`src/rtl/ahfp_arb_pkg.sv`:
```
// rtl/ahfp_arb_pkg.sv - shared types for the FP pipeline arbiter
package ahfp_arb_pkg;

   typedef enum logic [1:0] {
      ST_RUN    = 2'd0,
      ST_DRAIN  = 2'd1,
      ST_HALTED = 2'd2
   } arb_state_t;

   typedef struct packed {
      logic valid;
      logic id;
   } arb_tag_t;

   localparam logic REQ0 = 1'b0;
   localparam logic REQ1 = 1'b1;

endpackage

```
`src/rtl/ahfp_tag_delay.sv`:
```
// rtl/ahfp_tag_delay.sv - STAGES-deep in-flight tag shift register
module ahfp_tag_delay
   import ahfp_arb_pkg::*;
#(
   parameter int STAGES = 10
) (
   input  logic     clk,
   input  logic     reset,
   input  arb_tag_t tag_in,
   output arb_tag_t tag_out,
   output logic     any_valid
);

   arb_tag_t stage [STAGES];

   // shift one stage per cycle; reset discards everything in flight
   always_ff @(posedge clk) begin
      if (reset) begin
         for (int i = 0; i < STAGES; i++) stage[i] <= '0;
      end else begin
         stage[0] <= tag_in;
         for (int i = 1; i < STAGES; i++) stage[i] <= stage[i-1];
      end
   end

   // occupancy summary used by the drain FSM
   always_comb begin
      any_valid = 1'b0;
      for (int i = 0; i < STAGES; i++) any_valid = any_valid | stage[i].valid;
   end

   assign tag_out = stage[STAGES-1];

endmodule

```
`src/rtl/ahfp_pipeline_arbiter.sv`:
```
// rtl/ahfp_pipeline_arbiter.sv - round-robin issue to a shared FP pipeline (optional stats: AHFP_ARB_STATS_EN)
module ahfp_pipeline_arbiter
   import ahfp_arb_pkg::*;
#(
   parameter int STAGES = 10,
   parameter int WIDTH  = 32,
   parameter int CNT_W  = 16
) (
   input  logic             clk,
   input  logic             reset,
   input  logic             req0_valid,
   output logic             req0_ready,
   input  logic [WIDTH-1:0] req0_a,
   input  logic [WIDTH-1:0] req0_b,
   input  logic             req1_valid,
   output logic             req1_ready,
   input  logic [WIDTH-1:0] req1_a,
   input  logic [WIDTH-1:0] req1_b,
   output logic             fpu_valid,
   output logic [WIDTH-1:0] fpu_a,
   output logic [WIDTH-1:0] fpu_b,
   input  logic [WIDTH-1:0] fpu_result,
   output logic             res_valid,
   output logic             res_id,
   output logic [WIDTH-1:0] res_data,
   input  logic             drain_req,
   output logic             drain_done,
   output logic             busy
`ifdef AHFP_ARB_STATS_EN
   ,
   output logic [CNT_W-1:0] stat_issue0,
   output logic [CNT_W-1:0] stat_issue1,
   output logic [CNT_W-1:0] stat_conflict
`endif
);

   arb_state_t state, state_next;
   logic       rr_ptr;       // requester favoured on the next conflict
   logic       accept;
   logic       grant_id;
   logic       fpu_id;
   logic       tags_busy;
   arb_tag_t   tag_out;

   // state register
   always_ff @(posedge clk) begin
      if (reset) state <= ST_RUN;
      else       state <= state_next;
   end

   // next state, grant and drain status
   always_comb begin
      state_next = state;
      req0_ready = 1'b0;
      req1_ready = 1'b0;
      drain_done = 1'b0;
      case (state)
         ST_RUN: begin
            if (req0_valid && req1_valid) begin
               req0_ready = (rr_ptr == REQ0);
               req1_ready = (rr_ptr == REQ1);
            end else begin
               req0_ready = req0_valid;
               req1_ready = req1_valid;
            end
            if (drain_req) state_next = ST_DRAIN;
         end
         ST_DRAIN: begin
            if (!drain_req)                   state_next = ST_RUN;
            else if (!tags_busy && !fpu_valid) state_next = ST_HALTED;
         end
         ST_HALTED: begin
            drain_done = 1'b1;
            if (!drain_req) state_next = ST_RUN;
         end
         default: state_next = ST_RUN;
      endcase
   end

   assign accept   = (req0_valid && req0_ready) || (req1_valid && req1_ready);
   assign grant_id = req1_ready ? REQ1 : REQ0;

   // issue register; operands hold when nothing is accepted
   always_ff @(posedge clk) begin
      if (reset) begin
         fpu_valid <= 1'b0;
         fpu_id    <= REQ0;
         fpu_a     <= '0;
         fpu_b     <= '0;
         rr_ptr    <= REQ0;
      end else begin
         fpu_valid <= accept;
         if (accept) begin
            fpu_id <= grant_id;
            fpu_a  <= (grant_id == REQ1) ? req1_a : req0_a;
            fpu_b  <= (grant_id == REQ1) ? req1_b : req0_b;
            rr_ptr <= ~grant_id;
         end
      end
   end

   // the issue register is tag stage 0; the delay line lines the tag up with fpu_result
   ahfp_tag_delay #(.STAGES(STAGES)) u_tag_delay (
      .clk       (clk),
      .reset     (reset),
      .tag_in    ({fpu_valid, fpu_id}),
      .tag_out   (tag_out),
      .any_valid (tags_busy)
   );

   // capture the pipeline output only when its tag says it is real
   always_ff @(posedge clk) begin
      if (reset) begin
         res_valid <= 1'b0;
         res_id    <= REQ0;
         res_data  <= '0;
      end else begin
         res_valid <= tag_out.valid;
         if (tag_out.valid) begin
            res_id   <= tag_out.id;
            res_data <= fpu_result;
         end
      end
   end

   assign busy = fpu_valid | tags_busy | res_valid;

`ifdef AHFP_ARB_STATS_EN
   // saturating accept/conflict counters
   always_ff @(posedge clk) begin
      if (reset) begin
         stat_issue0   <= '0;
         stat_issue1   <= '0;
         stat_conflict <= '0;
      end else begin
         if (req0_valid && req0_ready && stat_issue0 != '1)
            stat_issue0 <= stat_issue0 + 1'b1;
         if (req1_valid && req1_ready && stat_issue1 != '1)
            stat_issue1 <= stat_issue1 + 1'b1;
         if (state == ST_RUN && req0_valid && req1_valid && stat_conflict != '1)
            stat_conflict <= stat_conflict + 1'b1;
      end
   end
`endif

endmodule

```
`config.mk`:
```
export PLATFORM = sky130hd
export DESIGN_NAME = ahfp_pipeline_arbiter
export DESIGN_NICKNAME = d
export VERILOG_FILES = /design/src/rtl/ahfp_arb_pkg.sv /design/src/rtl/ahfp_tag_delay.sv /design/src/rtl/ahfp_pipeline_arbiter.sv
export SDC_FILE = /design/constraint.sdc
export NUM_CORES = 1
export LEC_CHECK = 0
export CAP_MARGIN = 20
export CORE_ASPECT_RATIO = 0.6
export CORE_MARGIN = 1
export CORE_UTILIZATION = 40
export CTS_CLUSTER_SIZE = 14
export DETAILED_ROUTE_END_ITERATION = 7
export HOLD_SLACK_MARGIN = 0.08
export PLACE_DENSITY_LB_ADDON = 0.15
export SYNTH_ARGS = -nofsm -noshare
export SYNTH_HDL_FRONTEND = slang
export SYNTH_HIERARCHICAL = 1
export SYNTH_SLANG_ARGS = --single-unit
```
`constraint.sdc`:
```
create_clock -name clk -period 3 [get_ports clk]
set_clock_uncertainty 0.15 [all_clocks]
set_input_delay 0.6 -clock clk [delete_from_list [all_inputs] [get_ports clk]]
set_output_delay 0.6 -clock clk [all_outputs]
set_load 0.01 [all_outputs]
```
---- Word-level counts from Yosys, hierarchy flattened ----
Memory sizes are Yosys's and may differ from the RTL's.
Index checks and enable logic that the tools add are counted.
Widths: inputs -> output; s select.
storage, ports and cells
  register bits after elaboration ......... 103
  input bits .............................. 165
  bits in latches ......................... 0
  word-level logic and storage cells ...... 73
  memories kept ........................... 1
  ROM bits ................................ 0
  RAM bits ................................ 20
cells by class
  bitwise gates (word level) .............. 23
  reductions and logical operators ........ 9
  multiplexer cells ....................... 26
  multipliers ............................. 0
  shifts and indexed selects .............. 0
  eq/ne operators ......................... 5
  $lt $le $gt $ge ......................... 0
  add/subtract/negate cells ............... 0
  div/mod/pow operators ................... 0
memories
  name               depth  bits a word  rd ports  clocked after memory_dff  wr ports  line                  text
  u_tag_delay.stage  10     2            10        0                         10        ahfp_tag_delay.sv:14  arb_tag_t stage [STAGES];
operators by type and width
  cell                count
  $mux 32             2
  $mux 2              14
  $or 1x1->1          21
  $mux 1              9
  $pmux 2 s3          1
  $logic_and 1x1->1   4
  $ne 2x2->1 const B  2
  $ne 3x3->1 const B  1
  $reduce_and 3->1    1
  $eq 2x1->1 const B  1
  $eq 2x2->1 const B  1
  $logic_not 1->1     2
  $logic_not 2->1     1
  $not 1->1           2
  $logic_or 1x1->1    1

---- Logic depth before layout (Yosys ltp) ----
  word-level depth ........................ 14
  gate-level depth with buffers ........... 5
  mapped depth without buffers ............ 4

---- Hierarchy ----
The synthesis kept the hierarchy.
modules (own cells, without submodules)
  module                 area each (um2)  cells each  instances
  ahfp_pipeline_arbiter  4535.6           513         1
  ahfp_tag_delay         574.3            48          1

---- Least setup slack after synthesis ----
Ideal clock, no wire load.
  path kind ............................... input to output
  from .................................... input req1_valid
  to ...................................... output req1_ready
  path slack .............................. 839 ps
  cell stages on the path ................. 4
  data required time ...................... 2250 ps
  arrival time ............................ 1411 ps
  path buffers ............................ 2
  path through ............................ or3b_4 -> buf_6 -> buf_6 -> nor2_1
on the way
  longest elaborated chain between the ends .. 3
RTL lines
  what               line                         text
  start, declared    ahfp_pipeline_arbiter.sv:15  input logic req1_valid,
  $logic_and 1x1->1  ahfp_pipeline_arbiter.sv:59  if (req0_valid && req1_valid) begin
  $mux 1 (*)         ahfp_pipeline_arbiter.sv:59
  $mux 1 (*)         ahfp_pipeline_arbiter.sv:57  case (state)
  end, declared      ahfp_pipeline_arbiter.sv:16  output logic req1_ready,
Every way passes the cells marked *; elsewhere a longest branch is shown, timed or not.

==> qor.yml <==
critical_path:
  required_ps: 2250
  rrSetupSlack_ps: 880
  worst-path-max-fanout: 3
  r2r_start: "state[1]"
  cp-start-kind: "flop"
  worstPathArrival_ps: 2100
  r2r_end: "fpu_a[29]"
  critical_path_class: "flop to primary output"
  end_kind: "primary output"
  r2r_cells: 4
sta:
  clock.fmax_mhz: 351
  max-slew-margin-rel: 0.541
  period_needed_ps: 2850
  tightest_slew_ps: 688
  grt_setup_unrepaired: "false"
  finalSetupViolations: 0
  drv_slew: 0
  hold_viol_final: 0
  setup_ws_ps: 150
  hold-worst-slack_ps: 285
  period_share: 0.950
synthesis:
  syn-num-nets: 726
  syn-instance-count: 561
  yosysWarnings: 6
  ys_ff_latch: 123
  syn-cell-area_mm2: 0.00511
  synth_seq_area_share: 0.482
  ys_types: 28
  avgSynthCellArea_um2: 9.11
finish:
  final_nets: 961
  finalNonFillerCells: 974
  regArea_mm2: 0.00246
  multi_input_area_mm2: 0.00231
  diodes: 0
  syn2layout_area_growth_pct: 64.1
  nFillCells: 963
  utilization: 0.684
  final_layout_size_suffix_gt1_frac: 0.0742
global_route:
  grt_start_max_net_pins: 70
  grt.total_usage: 0.271
  antenna_found_initial: 0
  use_met3: 0.0597
  grt-busiest-layer: "met2"
  grt_pass1_wl_um: 27800
  overflow: 0
  grt_pass1_vias: 5190
  gr-usage-met2: 0.437
  use_met1: 0.358
flow_run:
  maxCapViolCount: 0
die:
  io_pins: 268
  die_w_um: 148
  die_h_um: 89.6
  rows: 31
  core_mm2: 0.0123
  start_util: 0.417
  dieArea_mm2: 0.0132
place:
  portBuffers: 267
  hpwl_um: 12100
  dpl.cell_count: 942
  dp_slack_ps: -12.7
  place_congestion: 0.844
cts:
  numCtsBuffers: 17
  htreeDepth: 4
  clockRootBuffer: "clkbuf_16"
  cts_num_sinks: 123
  clk_latency_ps: 400
  cts_tree: "done"
  path_clk_slew_ps: 50
  clk_path_buf_depth: 2
run_status:
  status: "completed"
drt:
  routed_via_density: 5.63
  dr.pass1.iters: 5
  antenna_left: 0
  vias: 5480
  drt-total-wl_um: 18100
  first_iter_violations: 398
  drc: 0
  wire_per_inst_um: 18.6
power:
  p_leak_uw: 0.00294
  power_density_mw_per_mm2: 563
  ir_drop_uv: 396
min_path:
  holdPathEnd: "u_tag_delay/stage[0][8]"
  hold_depth: 1
  worstHoldStart: "u_tag_delay/stage[0][6]"
  hold_path_class: "flop to flop"
==> per-stage QoR <==
step | TNS (ps) | power (uW) | instance area (um^2)
after CTS | 0 | 4750 | 8380
after global placement | 0 | 2690 | 7790
after floorplan | 0 | 2210 | 5110
after detailed placement | -12.7 | 2710 | 7790
after global routing | 0 | 4920 | 8380
final | 0 | 4720 | 8380
==> routing by layer <==
metal	up-vias	wire (um)
met3	29	1270
li1	2555	-
met5	-	0
met2	250	8540
met1	2646	8030
met4	0	274
==> cells by family (layout without fill, tap and decap cells) <==
kind of cell,after synthesis,after routing,share of synthesized area
compound gates,197,197,0.242
simple gates,140,140,0.140
flops,123,123,0.482
buf+inv,68,316,0.0715
mux,33,33,0.0646
==> registers in the layout (all words and copies together) (netlist names) <==
register / count
u_tag_delay/stage: 20
fpu_valid: 1
res_valid: 1
fpu_a: 32
rr_ptr: 1
state: 2
fpu_id: 1
res_data: 32
fpu_b: 32
res_id: 1
==> power breakdown <==
| part | internal [uW] | switching, uW | leakage [uW] |
|---|---|---|---|
| combinational | 481 | 408 | 0.00164 |
| clock | 1320 | 717 | 0.000290 |
| sequential | 1740 | 57.4 | 0.00101 |
| total | 3540 | 1180 | 0.00294 |
==> Yosys cell counts (all sizes together) <==
cell type    n  area, um^2
buf         43         272
or3b         2        20.0
mux2i       33         330
clkbuf      25        93.8
nand3       65         325
or3          1        6.26
a21oi       66         330
nor3b        1        12.5
o21ai       64         320
nor2b       24         153
nand2b       2        12.5
nor2        38         143
nand2        1        3.75
nor4b        1        8.76
a311oi      64         561
or2          2        12.5
dfxtp      123        2460
a211oi       1        7.51
nor4         2        12.5
and2         1        6.26
o21ba        1        10.0
a22oi        1        7.51
==> area by class of cell <==
cell class                 count  share of cell area
clock buffer                  20              0.0533
multi-input combinational    370               0.275
clock inverter                12              0.0176
tap                          165              0.0246
sequential                   123               0.294
timing repair buffer         284               0.335
==> worst max-delay path: stages, from the launching register on <==
cell	delay, ps
dfxtp_1	300
nor4_1	290
nand3_1	220
or3_1	400
clkdlybuf4s50_1	500
==> timing repair <==
action / CTS / global route
gates resized for setup: 1 / 1
hold buffers: 0 / 0
setup endpoints to repair: 1 / 1
buffers inserted: 0 / 0
==> how the worst max path moves through the flow <==
stage                     cells after the start                      from  slack (ps)    endpoint
after floorplan                               4                req1_valid         840  req1_ready
after global placement                        4                req0_valid          10  req0_ready
after detailed placement                      4                req0_valid         -10  req0_ready
after CTS                                     4                req1_valid          20  req1_ready
after global routing                          4   u_tag_delay/stage[0][3]          10        busy
final                                         4  u_tag_delay/stage[0][11]         150        busy
==> layout by cell type (no fill, tap or decap), drive strengths merged <==
master	count
a211oi	1
a21oi	66
a22oi	1
a311oi	64
and2	1
buf	18
bufinv	3
clkbuf	20
clkdlybuf4s50	264
clkinv	7
clkinvlp	2
dfxtp	123
dlygate4sd2	1
dlymetal6s2s	1
mux2i	33
nand2	1
nand2b	2
nand3	65
nor2	38
nor2b	24
nor3b	1
nor4	2
nor4b	1
o21ai	64
o21ba	1
or2	2
or3	1
or3b	2
Power figures use the tool's default switching activity.
